### config.mk
export PLATFORM = sky130hd
export DESIGN_NAME = nn_result_classifier
export DESIGN_NICKNAME = d
export VERILOG_FILES = /design/src/rtl/nn_result_classifier.sv
export SDC_FILE = /design/constraint.sdc
export NUM_CORES = 1
export LEC_CHECK = 0
export CAP_MARGIN = 25
export CORE_MARGIN = 2
export CORE_UTILIZATION = 56
export DETAILED_ROUTE_END_ITERATION = 8
export PLACE_DENSITY = 0.88
export SYNTH_ARGS = -nofsm -noshare
export SYNTH_HDL_FRONTEND = slang
export SYNTH_SLANG_ARGS = --single-unit
### constraint.sdc
create_clock -name clk -period 6.74 [get_ports clk]
set_input_delay 2.022 -clock clk [delete_from_list [all_inputs] [get_ports clk]]
set_output_delay 2.022 -clock clk [all_outputs]
set_load 0.03 [all_outputs]
### src/rtl/nn_result_classifier.sv
// nn_result_classifier: polls an NN accelerator status word over Avalon-MM, burst-reads the
// per-class result words and reports the signed argmax (class index and score).
//   clk, reset_n           : clock, synchronous active-low reset
//   start -> busy          : single-cycle request, busy while a classification runs
//   class_valid/id/score   : one-cycle result pulse, id/score held until the next result
//   error                  : one-cycle pulse on a non-OKAY response (or poll timeout)
//   m_*                    : Avalon-MM read master (single outstanding transaction)
// Optional: NN_CLASSIFIER_TIMEOUT_EN adds a poll timeout of TIMEOUT_CYCLES cycles.
module nn_result_classifier #(
   parameter int          NUM_CLASSES    = 10,
   parameter logic [12:0] STATUS_ADDR    = 13'h0000,
   parameter logic [12:0] RESULT_BASE    = 13'h0010,
   parameter int          POLL_GAP       = 4,
   parameter int          TIMEOUT_CYCLES = 65535
) (
   input  logic        clk,
   input  logic        reset_n,
   input  logic        start,
   output logic        busy,
   output logic        class_valid,
   output logic [3:0]  class_id,
   output logic [31:0] class_score,
   output logic        error,
   output logic        m_read,
   output logic [12:0] m_address,
   output logic [9:0]  m_burstcount,
   output logic        m_beginbursttransfer,
   input  logic [31:0] m_readdata,
   input  logic        m_readdatavalid,
   input  logic        m_waitrequest,
   input  logic [1:0]  m_response
);
   typedef enum logic [2:0] {IDLE, POLL_REQ, POLL_WAIT, GAP, BURST_REQ, BURST_DATA, REPORT} state_t;
   localparam logic [3:0] LAST_BEAT = 4'(NUM_CLASSES - 1);
   localparam logic [7:0] GAP_LAST  = 8'(POLL_GAP > 0 ? POLL_GAP - 1 : 0);
   state_t      r_state, w_next;
   logic [3:0]  r_beat, r_drain, r_idx;
   logic [31:0] r_max;
   logic [7:0]  r_gap;
   logic        r_bbt_sent;
   logic        w_rdv, w_resp_err, w_timeout, w_take, w_last, w_poll;
   // beats still owed by an abandoned burst are swallowed so they never look like status data
   assign w_rdv      = m_readdatavalid && (r_drain == 4'd0);
   assign w_resp_err = w_rdv && (m_response != 2'b00) && (r_state == POLL_WAIT || r_state == BURST_DATA);
   assign w_take     = (r_beat == 4'd0) || ($signed(m_readdata) > $signed(r_max));
   assign w_last     = (r_state == BURST_DATA) && w_rdv && !w_resp_err && (r_beat == LAST_BEAT);
   assign w_poll     = r_state inside {POLL_REQ, POLL_WAIT, GAP};
   assign busy       = (r_state != IDLE);
   assign error      = w_resp_err || w_timeout;
   assign m_beginbursttransfer = m_read && !r_bbt_sent;
`ifdef NN_CLASSIFIER_TIMEOUT_EN
   localparam logic [15:0] TO_LAST = 16'(TIMEOUT_CYCLES - 1);
   logic [15:0] r_to_cnt;
   // counts from POLL_REQ entry; held at 0 in IDLE so each start begins afresh
   always_ff @(posedge clk) begin
      if (!reset_n || r_state == IDLE) r_to_cnt <= 16'd0;
      else if (w_poll) r_to_cnt <= r_to_cnt + 16'd1;
   end
   assign w_timeout = w_poll && (r_to_cnt == TO_LAST);
`else
   logic w_unused_to;
   assign w_unused_to = ^TIMEOUT_CYCLES ^ w_poll;
   assign w_timeout   = 1'b0;
`endif
   always_comb begin
      w_next       = r_state;
      m_read       = 1'b0;
      m_address    = 13'd0;
      m_burstcount = 10'd0;
      class_valid  = 1'b0;
      case (r_state)
         IDLE:       w_next = start ? POLL_REQ : IDLE;
         POLL_REQ: begin
            m_read       = (r_drain == 4'd0);
            m_address    = STATUS_ADDR;
            m_burstcount = 10'd1;
            w_next       = (m_read && !m_waitrequest) ? POLL_WAIT : POLL_REQ;
         end
         POLL_WAIT:  if (w_rdv) w_next = m_readdata[0] ? BURST_REQ : (POLL_GAP == 0 ? POLL_REQ : GAP);
         GAP:        w_next = (r_gap == GAP_LAST) ? POLL_REQ : GAP;
         BURST_REQ: begin
            m_read       = 1'b1;
            m_address    = RESULT_BASE;
            m_burstcount = 10'(NUM_CLASSES);
            w_next       = m_waitrequest ? BURST_REQ : BURST_DATA;
         end
         BURST_DATA: w_next = w_last ? REPORT : BURST_DATA;
         REPORT: begin
            class_valid = 1'b1;
            w_next      = IDLE;
         end
         default:    w_next = IDLE;
      endcase
      if (error) w_next = IDLE;
   end
   always_ff @(posedge clk) begin
      if (!reset_n) begin
         r_state     <= IDLE;
         r_beat      <= 4'd0;
         r_drain     <= 4'd0;
         r_gap       <= 8'd0;
         r_bbt_sent  <= 1'b0;
         r_max       <= 32'd0;
         r_idx       <= 4'd0;
         class_id    <= 4'd0;
         class_score <= 32'd0;
      end else begin
         r_state    <= w_next;
         r_bbt_sent <= m_read && m_waitrequest;
         r_gap      <= (r_state == GAP) ? r_gap + 8'd1 : 8'd0;
         r_beat     <= (r_state == BURST_DATA) ? r_beat + 4'(w_rdv) : 4'd0;
         if (r_state == BURST_DATA && w_rdv && w_take) begin
            r_max <= m_readdata;
            r_idx <= r_beat;
         end
         // the last beat is folded into the result directly so class_valid lands the next cycle
         if (w_last) begin
            class_id    <= w_take ? r_beat : r_idx;
            class_score <= w_take ? m_readdata : r_max;
         end
         if (w_resp_err && r_state == BURST_DATA) r_drain <= LAST_BEAT - r_beat;
         else if (w_timeout && r_drain == 4'd0)
            r_drain <= 4'(((r_state == POLL_WAIT) && !m_readdatavalid) || (m_read && !m_waitrequest));
         else if (m_readdatavalid && r_drain != 4'd0) r_drain <= r_drain - 4'd1;
      end
   end
endmodule

==> impl_results.md, run 1 <==
- Clock sink count: 92
- Path type of the worst min-delay path: reg -> reg
- Category of the most critical setup path: in -> out
- RSZ-0062 raised after global routing: false
- Die Outline Area: 9770 µm²
- Slew @ Worst Pin: 0.653 ns
- Synthesis-stage register bit count: 92
- CTS max path bufs: 2
- Port Buffer Count: 83
- Average wire length per cell after detail routing: 14.5 µm
- Max_slew headroom: 56.5%
- Combined flip-flop and latch cell area: 1840 µm²
- Power density over the cells: 207 nW/µm²
- Ratio of routed vias to standard cells: 5.54
- Synth-to-Final Area Change: 19.0%
- Top_reg_cell synth: sky130_fd_sc_hd__dfxtp_1
- Number of global-route vias before repair: 4084
- DRC violation count after routing: 0
- Post-layout minimum cycle time: 5.81 ns
- Core Region: 8720 µm²
- Share of synthesized flip-flops with an asynchronous set or reset: 0%
- Largest net degree at the start of global routing: 72
- Placed standard-cell area: 5760 µm²
- Placer Congestion: 0.820
- Number of hold buffers added after cts: 0
- Total setup violations reported at the end of the flow: 0
- Clock tree from TritonCTS: built
- Top Ports: 103
- Commonest non-fill, non-tap cell in the layout: sky130_fd_sc_hd__nand2_1
- Antenna violations before repair: 0
- Count of distinct cell types in the synthesized netlist: 47
- Horizontal die dimension: 98.8 µm
- Run status: finished clean
- Critical Path Source Type: input port
- Count of antenna-violating nets left after detailed routing: 0
- Peak supply drop: 0.102 mV
- Count of routing violations after the opening detailed-route iteration: 115
- Post-cts resize count: 0
- First-pass iteration count of the detailed router: 5
- Htree depth: 3
- Final HPWL from detailed placement: 7780 µm
- Post-route fraction of the period consumed by the critical path: 86.1%
- Count of warnings emitted by yosys: 0
- Worst hold slack after final layout: 0.469 ns
- Average cell area after synthesis: 8.51 µm²
- Highest attainable clock frequency: 0.172 GHz
- Total count of hold-check failures in the final report: 0
- Buffer cell driving the clock tree root: sky130_fd_sc_hd__clkbuf_8
- # diodes: 0
- CTS clk-pin slew, worst paths: 0.09 ns
- Leakage power of the design: 2.47 nW
- Critical path required time: 4.72 ns
- Layout Cell Area excl Fill: 5990 µm²
- Highest-count cells in the layout ignoring fill and taps: sky130_fd_sc_hd__nand2_1, sky130_fd_sc_hd__dfxtp_1, sky130_fd_sc_hd__clkdlybuf4s50_1
- Final sum of negative setup slack: 0 ns
- Overflow left after global routing: 0
- Number of enable-type register cells in the synthesized netlist: 0
- Count of nets after finishing: 732
- Row cnt: 34
- Routed via count: 4253
- Number of CTS-inserted buffers: 9
- Initial core utilization: 57.7%
- Clock Skew: 0.0162 ns
- Type of element capturing the critical path: output port
- Max-cap check violation count: 0
- Combined global-route utilization of all metal layers: 22.6%
- Vertical extent of the die: 98.8 µm
- Layout cells sized above 1: 4.55%
- Layout filler cell count: 671
- Total detailed-routing wirelength: 11100 µm
- Post-synthesis sequential area ratio: 36.6%
- Post-CTS setup repair buffer count: 0
- Post-synthesis instance total: 592
- Total power of the final layout: 1.24 mW
- Final max-slew violation count: 0
- Skew-Pair Late Insertion Delay: 0.36 ns
- Total area of multi-input combinational cells: 2780 µm²
- Cell Count, Final, Fillers Out: 767
- Data arrival, critical path: 3.78 ns
- First-pass GRT wire length: 18400 µm
- Placed Cells incl. Taps: 749
- Highest net fanout along the worst path: 5
- Area of the mapped netlist: 5040 µm²
-- layout make-up --
cell class,count,area share [%]
sequential,92,30.7
multi-input combinational,421,46.4
inverter,43,2.69
timing repair buffer,87,14.7
clock inverter,6,1.09
clock buffer,10,2.13
tap,108,2.25
-- cell usage after synthesis (2+ instances only) --
master	n	area, µm²
sky130_fd_sc_hd__and4_1	2	17.5
sky130_fd_sc_hd__dfxtp_1	92	1840
sky130_fd_sc_hd__and3_1	6	37.5
sky130_fd_sc_hd__or3_1	2	12.5
sky130_fd_sc_hd__and2_1	6	37.5
sky130_fd_sc_hd__inv_1	43	161
sky130_fd_sc_hd__mux2i_1	69	691
sky130_fd_sc_hd__nand2_1	94	353
sky130_fd_sc_hd__o221ai_1	2	17.5
sky130_fd_sc_hd__clkbuf_1	24	90.1
sky130_fd_sc_hd__o21ai_1	2	10.0
sky130_fd_sc_hd__o21ai_0	42	210
sky130_fd_sc_hd__a21oi_1	53	265
sky130_fd_sc_hd__nor2b_1	6	37.5
sky130_fd_sc_hd__nor2_1	19	71.3
sky130_fd_sc_hd__nor3_1	2	10.0
sky130_fd_sc_hd__nand2b_1	3	18.8
sky130_fd_sc_hd__buf_6	5	56.3
sky130_fd_sc_hd__nand4_1	4	25.0
sky130_fd_sc_hd__nand3_1	11	55.1
sky130_fd_sc_hd__xor2_1	7	61.3
sky130_fd_sc_hd__a21o_1	2	15.0
sky130_fd_sc_hd__xnor2_1	4	35.0
sky130_fd_sc_hd__a31oi_1	4	25.0
sky130_fd_sc_hd__o21a_1	2	15.0
sky130_fd_sc_hd__buf_4	24	180
sky130_fd_sc_hd__o211ai_1	4	30.0
sky130_fd_sc_hd__ha_1	39	488
-- power by group --
group | internal (mW) | total [mW] | switching, mW
combinational | 0.126 | 0.292 | 0.166
clock | 0.172 | 0.366 | 0.194
sequential | 0.561 | 0.582 | 0.0212
-- logic make-up (layout without fill, tap and decap cells) --
| group | Yosys count | after routing | share of synthesized area (%) |
|---|---|---|---|
| AOI/OAI and AO/OA | 120 | 120 | 13.4 |
| xor gates and xnor gates | 11 | 11 | 1.91 |
| adders and majority gates | 39 | 39 | 9.69 |
| buffers and inverters | 97 | 146 | 9.79 |
| DFF | 92 | 92 | 36.6 |
| muxes | 69 | 69 | 13.7 |
| other | 1 | 19 | 0.0745 |
| and+or+nand+nor | 163 | 163 | 14.8 |
-- worst paths after layout --
path / from / endpoint / slack, ns / cells after the start
max: m_readdatavalid / error / 0.93 / 5
max reg2reg: r_max[11]$_SDFFE_PN0P_ / class_score[26]$_SDFFE_PN0P_ / 3.80 / 11
min reg2reg: r_idx[0]$_SDFFE_PN0P_ / r_idx[0]$_SDFFE_PN0P_ / 0.47 / 2
min: r_idx[0]$_SDFFE_PN0P_ / r_idx[0]$_SDFFE_PN0P_ / 0.47 / 2
-- through the flow --
step | setup WS (ns) | utilization (%)
2_1_floorplan | 2.02 | -
3_3_place_gp | 1.00 | 66.1
3_5_place_dp | 0.954 | 66.1
4_1_cts | 0.937 | 68.3
5_1_grt | 0.846 | 68.7
6_report | 0.934 | 68.7
-- metal layers --
metal	vias to the layer above	global-route usage, %	share of wire, %
met2	96	39.2	50
met3	15	3.55	4.3
met4	0	7.90	1.5
li1	2109	-	-
met1	2033	28.5	44
met5	-	0	0
-- critical path, stage by stage --
cell                              delay (ns)
sky130_fd_sc_hd__clkdlybuf4s50_1        0.51
sky130_fd_sc_hd__and3_1                 0.26
sky130_fd_sc_hd__o211ai_1               0.23
sky130_fd_sc_hd__inv_1                  0.10
sky130_fd_sc_hd__clkdlybuf4s50_1        0.66
-- sequential cells by signal, indices dropped and copies added (netlist names) --
name         cells
class_score     32
r_max           32
r_gap            8
class_id         4
r_beat           4
r_drain          4
r_idx            4
r_state          3
r_bbt_sent       1
No activity file was read; power rests on OpenSTA's default activity.
==> inputs of run 2 (changes only) <==
--- a/config.mk
+++ b/config.mk
@@ -9,7 +9,7 @@
 export CORE_MARGIN = 2
 export CORE_UTILIZATION = 56
 export DETAILED_ROUTE_END_ITERATION = 8
-export PLACE_DENSITY = 0.88
+export PLACE_DENSITY = 0.86
 export SYNTH_ARGS = -nofsm -noshare
 export SYNTH_HDL_FRONTEND = slang
 export SYNTH_SLANG_ARGS = --single-unit
==> run 2 against run 1 <==
  * Setup slack worse by 0.016 ns
  * Die area stayed put
  * Final cell count stayed put
  * Largest cell class unchanged
  * Sequential power barely moved
  * Sequential cell count stayed put
  * Highest routed layer unchanged
  * Hold slack worse by 0.0028 ns
  * Maximum frequency decreased by 0.28%
==> impl_results.md, run 2 (synthesis gave the netlist of run 1 again) <==
- CTS max path bufs: 2
- Port Buffer Count: 83
- Horizontal die dimension: 98.8 µm
- Placer Congestion: 0.812
- Endpoint with the worst hold slack: r_idx[0]$_SDFFE_PN0P_
- Min-Delay Path Depth: 2
- Final HPWL from detailed placement: 7710 µm
- Buffer cell driving the clock tree root: sky130_fd_sc_hd__clkbuf_8
- Commonest non-fill, non-tap cell in the layout: sky130_fd_sc_hd__nand2_1
- Initial core utilization: 57.7%
- RSZ-0062 raised after global routing: false
- Ratio of routed vias to standard cells: 5.47
- Leakage power of the design: 2.45 nW
- Core Region: 8720 µm²
- Highest-count cells in the layout ignoring fill and taps: sky130_fd_sc_hd__nand2_1, sky130_fd_sc_hd__dfxtp_1, sky130_fd_sc_hd__clkdlybuf4s50_1
- Post-cts resize count: 0
- Post-layout minimum cycle time: 5.82 ns
- Power density over the cells: 203 nW/µm²
- Number of global-route vias before repair: 4165
- Routed via count: 4196
- Path type of the worst min-delay path: reg -> reg
- First-pass iteration count of the detailed router: 4
- Total setup violations reported at the end of the flow: 0
- DRC violation count after routing: 0
- Final sum of negative setup slack: 0 ns
- Count of routing violations after the opening detailed-route iteration: 155
- Total detailed-routing wirelength: 11000 µm
- Clock Skew: 0.0121 ns
- Highest attainable clock frequency: 0.172 GHz
- Count of nets after finishing: 732
- Slack of the worst reg-to-reg path: 3.72 ns
- Overflow left after global routing: 0
- Synth-to-Final Area Change: 18.5%
- Antenna violations before repair: 0
- Critical path required time: 4.72 ns
- Run status: finished clean
- Row cnt: 34
- Die Outline Area: 9770 µm²
- Startpoint of the most critical hold path: r_idx[0]$_SDFFE_PN0P_
- Number of CTS-inserted buffers: 9
- Max_slew headroom: 57.1%
- Largest registers: class_score x32, r_max x32, r_gap x8
- Max-cap check violation count: 0
- Cell Count, Final, Fillers Out: 767
- First-pass GRT wire length: 18600 µm
- Clock sink count: 92
- Critical Path Source Type: input port
- Launch point of the critical path: m_readdatavalid
- Skew-Pair Late Insertion Delay: 0.36 ns
- R2R cell count: 11
- Type of element capturing the critical path: output port
- Highest net fanout along the worst path: 5
- Data arrival, critical path: 3.80 ns
- Combined global-route utilization of all metal layers: 22.9%
- Placed Cells incl. Taps: 750
- Worst hold slack after final layout: 0.466 ns
- Post-route fraction of the period consumed by the critical path: 86.4%
- Worst reg2reg path endpoint: class_score[22]$_SDFFE_PN0P_
- # diodes: 0
- Launch instance of the worst register-to-register path: r_max[11]$_SDFFE_PN0P_
- Category of the most critical setup path: in -> out
- Layout cells sized above 1: 4.55%
- Slew @ Worst Pin: 0.643 ns
- Number of hold buffers added after cts: 0
- Htree depth: 3
- Clock tree from TritonCTS: built
- Top Ports: 103
- Vertical extent of the die: 98.8 µm
- Average wire length per cell after detail routing: 14.4 µm
- Count of antenna-violating nets left after detailed routing: 0
- Final max-slew violation count: 0
- CTS clk-pin slew, worst paths: 0.09 ns
- Peak supply drop: 0.112 mV
- Largest net degree at the start of global routing: 72
- Post-CTS setup repair buffer count: 0
- Total count of hold-check failures in the final report: 0
run 2: changes by cell type in the layout (fill, tap and decap cells not counted):
cell / delta
sky130_fd_sc_hd__clkinvlp_4: +2
sky130_fd_sc_hd__buf_12: -1
sky130_fd_sc_hd__clkinv_4: -2
sky130_fd_sc_hd__buf_4: +1
sky130_fd_sc_hd__clkinv_2: -1
sky130_fd_sc_hd__clkbuf_8: +1
sky130_fd_sc_hd__bufinv_16: -1
sky130_fd_sc_hd__inv_6: +1
run 2: power breakdown:
group          total [mW]  switching, mW  internal, mW
sequential          0.582         0.0216         0.561
combinational       0.290          0.166         0.125
clock               0.339          0.194         0.145
run 2: final cells by class:
class                           instances  area (µm²)
Multi-Input combinational cell        421        2780
Sequential cell                        92        1840
Tap cell                              108         135
Fill cell                             703        2760
Clock buffer                           11         141
Clock inverter                          5        36.3
Timing Repair Buffer                   87         868
Inverter                               43         161
run 2: critical path, stage by stage:
cell and delay, ns:
sky130_fd_sc_hd__clkdlybuf4s50_1 0.51, sky130_fd_sc_hd__and3_1 0.26, sky130_fd_sc_hd__o211ai_1 0.23, sky130_fd_sc_hd__inv_1 0.11, sky130_fd_sc_hd__clkdlybuf4s50_1 0.67
run 2: how the worst max path moves through the flow:
stage	end	slack (ns)	depth (start not counted)
3_5_place_dp	error	0.93	5
2_1_floorplan	error	2.02	4
5_1_grt	error	0.78	5
3_3_place_gp	error	0.99	5
6_report	error	0.92	5
4_1_cts	error	0.92	5
run 2: metal layers:
| metal | wire (µm) | share of wire (%) | GRT usage [%] |
|---|---|---|---|
| met5 | 0 | 0 | 0 |
| met4 | 112 | 1.0 | 8.01 |
| met3 | 515 | 4.7 | 3.69 |
| met2 | 5520 | 50 | 39.6 |
| met1 | 4860 | 44 | 28.8 |
run 2: metrics by stage:
stage	utilization (%)	area, µm²	worst slack, ns	total power [mW]
finish	68.4	5970	0.918	1.21
detailed placement	66.1	5770	0.926	0.883
global route	68.4	5970	0.785	1.28
floorplan	-	5100	2.02	0.800
global placement	66.1	5770	0.995	0.871
CTS	68.2	5950	0.920	1.22
==> RTL change 1 (flow settings as in run 2) <==
The option `NN_CLASSIFIER_TIMEOUT_EN` is turned on by a define.
--- a/src/rtl/nn_result_classifier.sv
+++ b/src/rtl/nn_result_classifier.sv
@@ -6,6 +6,8 @@
 //   error                  : one-cycle pulse on a non-OKAY response (or poll timeout)
 //   m_*                    : Avalon-MM read master (single outstanding transaction)
 // Optional: NN_CLASSIFIER_TIMEOUT_EN adds a poll timeout of TIMEOUT_CYCLES cycles.
+`define NN_CLASSIFIER_TIMEOUT_EN
+
 module nn_result_classifier #(
    parameter int          NUM_CLASSES    = 10,
    parameter logic [12:0] STATUS_ADDR    = 13'h0000,
Behaviour: same outputs for any inputs over 10 cycles, from zero or initial values and one cycle with reset_n low; that may be too few to reach the edited logic, so the function may still have changed.
==> RTL change 1 against run 2 <==
Count of clock-buffer cells in the layout down 1; die area up 18%; sequential cell count increased by 16; power is 14% higher; design area rose by 16%; synthesized cell count rose by 23%; synthesized area is 18% higher; sequential share of layout area increased by 0.35 points; global-route usage increased by 2.4 points; wire length up 28%; worst setup slack better by 0.038 ns; critical path type unchanged; highest routed layer unchanged.
==> RTL change 1: results (changes against run 2) <==
vias in the first global route: 5,177 (+24%)
post-cts sizing count: 0 (unchanged)
Global Route Usage Sum: 0.252 (+0.0236)
Worst Clk Skew: 0.00741 ns (-0.00467 ns)
Routed WL: 14,100 um (+28%)
biggest regs: class_score (32), r_max (32), r_to_cnt (16)
share of cells above drive strength 1: 0.0456 (+0.0000461)
reg2reg path depth: 10 (-1)
Post-synth top cells: 108 x dfxtp_1, 95 x nand2_1, 72 x nor2_1
r2r endpoint: class_score[14]$_SDFFE_PN0P_
nets@finish: 865 (+18%)
worst path arrival time: 3.76 ns (-0.04 ns)
vias per inst: 5.70 (+4.2%)
violation count after the first detailed-routing iteration: 245 (+58%)
area share of the largest cell type after synthesis: 0.363 (-0.00277)
Async SR Flop Fraction: 0 (unchanged)
Reg2Reg Setup Slack: 3.41 ns (-0.31 ns)
Worst setup endpoint: error
Slew HR: 0.402 (-0.169)
Met2 Wirelength: 7140 um (+29%)
top post-synthesis cells by area: dfxtp_1 36%, ha_1 8.6%, nand2_1 6.0%
crit path from: m_readdatavalid
Cell variety after synth: 54 (+15%)
Post-DP HPWL: 9790 um (+27%)
WL met1: 6120 um (+26%)
met3 routed wirelength: 750 um (+46%)
FF-to-FF Start: r_max[31]$_SDFFE_PN0P_
Max stage delay on crit path: 0.69 ns (+0.02 ns)
register area share after synthesis: 0.363 (-0.00277)
Ys Warns: 0 (unchanged)
Leak Pwr: 2.58 nW (+5.0%)
clk slew on worst S/H paths: 0.10 ns
largest net degree at the start of global routing: 70 (-2.8%)
Peak VDD IR: 0.000131 V (+17%)
drt pass-1 iters: 7 (+3)
status: completed
routability cong.: 0.803 (-1.2%)
clk_lat worst skew: 0.38 ns (+0.02 ns)
global-route wire length before repair: 23,700 um (+27%)
## RTL change 1: worst max-delay path, delay by kind of cell
kind            cells  cell delay [ns]
simple gates        2             0.25
compound gates      1             0.08
buf+inv             3             1.41
## RTL change 1: kinds of logic after synthesis
kind of cell / after synthesis / synth area share
mux: 36 / 0.0607
buf+inv: 110 / 0.0888
simple gates: 278 / 0.223
xor+xnor: 22 / 0.0323
compound gates: 133 / 0.146
fa+ha+maj: 41 / 0.0861
flops: 108 / 0.363
other cells: 1 / 0.000630
## RTL change 1: final cells by class
type / count / area [sq um]
Multi-Input combinational cell: 529 / 3340
Timing Repair Buffer: 90 / 881
Clock inverter: 6 / 63.8
Clock buffer: 10 / 128
Sequential cell: 108 / 2160
Tap cell: 136 / 170
Fill cell: 824 / 3400
Inverter: 47 / 176
## RTL change 1: worst min path at each step
| stage | cells past startpoint | slack [ns] | from | endpoint |
|---|---|---|---|---|
| finish | 2 | 0.47 | r_idx[0]$_SDFFE_PN0P_ | r_idx[0]$_SDFFE_PN0P_ |
| global route | 2 | 0.50 | r_idx[1]$_SDFFE_PN0P_ | r_idx[1]$_SDFFE_PN0P_ |
| CTS | 2 | 0.47 | r_idx[0]$_SDFFE_PN0P_ | r_idx[0]$_SDFFE_PN0P_ |
| detailed placement | 2 | 0.45 | r_idx[0]$_SDFFE_PN0P_ | r_idx[0]$_SDFFE_PN0P_ |
| global placement | 2 | 0.44 | r_idx[2]$_SDFFE_PN0P_ | r_idx[2]$_SDFFE_PN0P_ |
| floorplan | 2 | 0.43 | r_idx[2]$_SDFFE_PN0P_ | r_idx[2]$_SDFFE_PN0P_ |
## RTL change 1: metrics by stage
step / utilization / cell area [sq um] / cells / worst slack [ns] / hold WS, ns
after global placement: 0.652 / 6730 / 910 / 1.03 / 0.443
final: 0.671 / 6920 / 926 / 0.956 / 0.468
after detailed placement: 0.652 / 6730 / 910 / 0.963 / 0.449
after CTS: 0.671 / 6920 / 926 / 0.957 / 0.468
after global routing: 0.671 / 6920 / 926 / 0.856 / 0.497
after floorplan: - / 6020 / 747 / 2.08 / 0.431
## RTL change 1: routing by layer
layer / global-route usage / vias up
met3: 0.0492 / 10
met2: 0.449 / 153
met1: 0.299 / 2507
li1: - / 2607
met4: 0.0918 / 0
met5: 0 / -
## RTL change 1: power by group
| group | total [mW] | switching (mW) | leakage (nW) | internal [mW] |
|---|---|---|---|---|
| registers | 0.683 | 0.0267 | 0.871 | 0.657 |
| clock network | 0.398 | 0.226 | 0.0927 | 0.172 |
| logic | 0.300 | 0.173 | 1.61 | 0.127 |
==> RTL change 2 (flow settings as in run 2) <==
Without the edit above. Put a register stage on the output `error`, with the module's reset. The value now appears one clock later. The other outputs are not delayed to match. Comments in the files are not updated.
--- a/src/rtl/nn_result_classifier.sv
+++ b/src/rtl/nn_result_classifier.sv
@@ -33,6 +33,8 @@
    typedef enum logic [2:0] {IDLE, POLL_REQ, POLL_WAIT, GAP, BURST_REQ, BURST_DATA, REPORT} state_t;
    localparam logic [3:0] LAST_BEAT = 4'(NUM_CLASSES - 1);
    localparam logic [7:0] GAP_LAST  = 8'(POLL_GAP > 0 ? POLL_GAP - 1 : 0);
+
+   logic error_d;
    state_t      r_state, w_next;
    logic [3:0]  r_beat, r_drain, r_idx;
    logic [31:0] r_max;
@@ -46,7 +48,7 @@
    assign w_last     = (r_state == BURST_DATA) && w_rdv && !w_resp_err && (r_beat == LAST_BEAT);
    assign w_poll     = r_state inside {POLL_REQ, POLL_WAIT, GAP};
    assign busy       = (r_state != IDLE);
-   assign error      = w_resp_err || w_timeout;
+   assign error_d    = w_resp_err || w_timeout;
    assign m_beginbursttransfer = m_read && !r_bbt_sent;
 `ifdef NN_CLASSIFIER_TIMEOUT_EN
    localparam logic [15:0] TO_LAST = 16'(TIMEOUT_CYCLES - 1);
@@ -91,7 +93,7 @@
          end
          default:    w_next = IDLE;
       endcase
-      if (error) w_next = IDLE;
+      if (error_d) w_next = IDLE;
    end
    always_ff @(posedge clk) begin
       if (!reset_n) begin
@@ -124,5 +126,13 @@
          else if (m_readdatavalid && r_drain != 4'd0) r_drain <= r_drain - 4'd1;
       end
    end
+   always_ff @(posedge clk) begin
+      if (!reset_n) begin
+         error <= '0;
+      end else begin
+         error <= error_d;
+      end
+   end
+
 endmodule
 
Function: changed (a bounded check fails within 4 cycles, from zero or initial values and one cycle with reset_n low).
==> RTL change 2 against run 2 <==
Clock skew decreased by 0.0023 ns; first-iteration DRC count rose by 110%; die area increased by 2.8%; synthesized area is 2.9% higher; sequential power hardly changed; design area grew 4.3%; non-clock buffer count increased by 6; sequential cell count rose by 1; wire length grew 17%; critical path depth is 5 higher; core utilization shrank 0.11 points; power up 8.3%; worst hold slack better by 0.0063 ns; worst setup slack improved by 0.70 ns; largest cell class unchanged; largest power group unchanged; highest routed layer unchanged.
==> RTL change 2: results (changes against run 2) <==
Layout non-clock buf frac: 0.146 (+0.000866)
period utilization: 0.760 (-0.104)
Reg2Reg Setup Slack: 3.36 ns (-0.36 ns)
Synth Area in Adders: 0.0942 (-0.00271)
sequential cell area share: 0.299 (-0.00945)
met3 routed wirelength: 713 um (+38%)
Max stage delay on crit path: 0.61 ns (-0.06 ns)
share of cells above drive strength 1: 0.0485 (+0.00298)
Clock buf/inv share: 0.0414 (+0.0117)
met2 GRT Util: 0.446 (+0.0495)
Met2 Wirelength: 6310 um (+14%)
initial antenna violation count: 0 (unchanged)
crit path from: m_readdata[31]
multi-input gates: 455 (+8.1%)
Critical-path top delay cell: a21oi_2
drt pass-1 iters: 5 (+1)
Synth Area in Compound Gates: 0.151 (+0.0168)
Critical Setup Path Class: input port to flip-flop
Peak VDD IR: 0.000125 V (+12%)
worst path arrival time: 5.36 ns (+1.56 ns)
vias per inst: 5.87 (+7.4%)
worst hold start: r_idx[1]$_SDFFE_PN0P_
post-place setup slack: 1.27 ns (+0.348 ns)
number of sequential cells: 93 (+1.1%)
input/output buffers: 83 (unchanged)
register area share after synthesis: 0.359 (-0.00638)
Worst Clk Skew: 0.00977 ns (-0.00231 ns)
largest net degree at the start of global routing: 119 (+65%)
r2r endpoint: class_score[13]$_SDFFE_PN0P_
Hold Path Class: flip-flop to flip-flop
nets@finish: 774 (+5.7%)
reg2reg path depth: 10 (-1)
fillers: 702 (-0.14%)
status: completed
fraction of area in multi-input gates: 0.464 (-0.00224)
violation count after the first detailed-routing iteration: 320 (+110%)
nonclk inv count: 44 (+2.3%)
Global Route Usage Sum: 0.261 (+0.0325)
vias in the first global route: 4,667 (+12%)
Slew HR: 0.309 (-0.262)
Cell variety after synth: 48 (+2.1%)
top post-synthesis cells by area: dfxtp_1 36%, ha_1 9.4%, mux2i_1 7.0%
xor and xnor area share after synthesis: 0.0186 (-0.000536)
mux contribution to synthesized area: 0.0695 (-0.0676)
FF-to-FF Start: r_max[31]$_SDFFE_PN0P_
Worst Hold End: r_idx[1]$_SDFFE_PN0P_
Post-synth top cells: 95 x nand2_1, 93 x dfxtp_1, 56 x nor2_1
global-route wire length before repair: 21,500 um (+16%)
Worst path top cell family by delay: simple AND/OR/NAND/NOR gates
CP max FO: 22 (+17)
Routed WL: 12,900 um (+17%)
M3 GR Usage: 0.0446 (+0.00769)
routability cong.: 0.802 (-1.2%)
met1 usage: 0.335 (+0.0463)
Post-DP HPWL: 8820 um (+14%)
Leak Pwr: 2.40 nW (-2.3%)
WL met1: 5580 um (+15%)
Plain + repair buffers: 93 (+6.9%)
[RTL change 2: cell types whose count changed after synthesis, sizes merged, moves of 5 or more]
cell,change
a21oi,-33
mux2i,-33
a211oi,+32
nor4,+34
o21ai,-6
nor2,+37
clkbuf,+5
[RTL change 2: worst register-to-register path: cells and delay by family (launching register included)]
family          cells  cell delay, ns
simple gates        4            1.17
fa+ha+maj           1            0.31
flops               1            0.37
buf+inv             2            0.45
compound gates      3            0.95
[RTL change 2: metrics by stage]
step | instances | hold WS, ns | util | area (sq um)
floorplan | 653 | 0.435 | - | 5250
global placement | 795 | 0.444 | 0.653 | 5950
detailed placement | 796 | 0.457 | 0.655 | 5960
CTS | 812 | 0.472 | 0.683 | 6220
global route | 812 | 0.485 | 0.683 | 6220
finish | 812 | 0.473 | 0.683 | 6220
[RTL change 2: where the power goes]
part / switching [mW] / internal [mW]
Combinational: 0.155 / 0.109
Sequential: 0.0181 / 0.565
Clock: 0.198 / 0.267
Total: 0.371 / 0.941
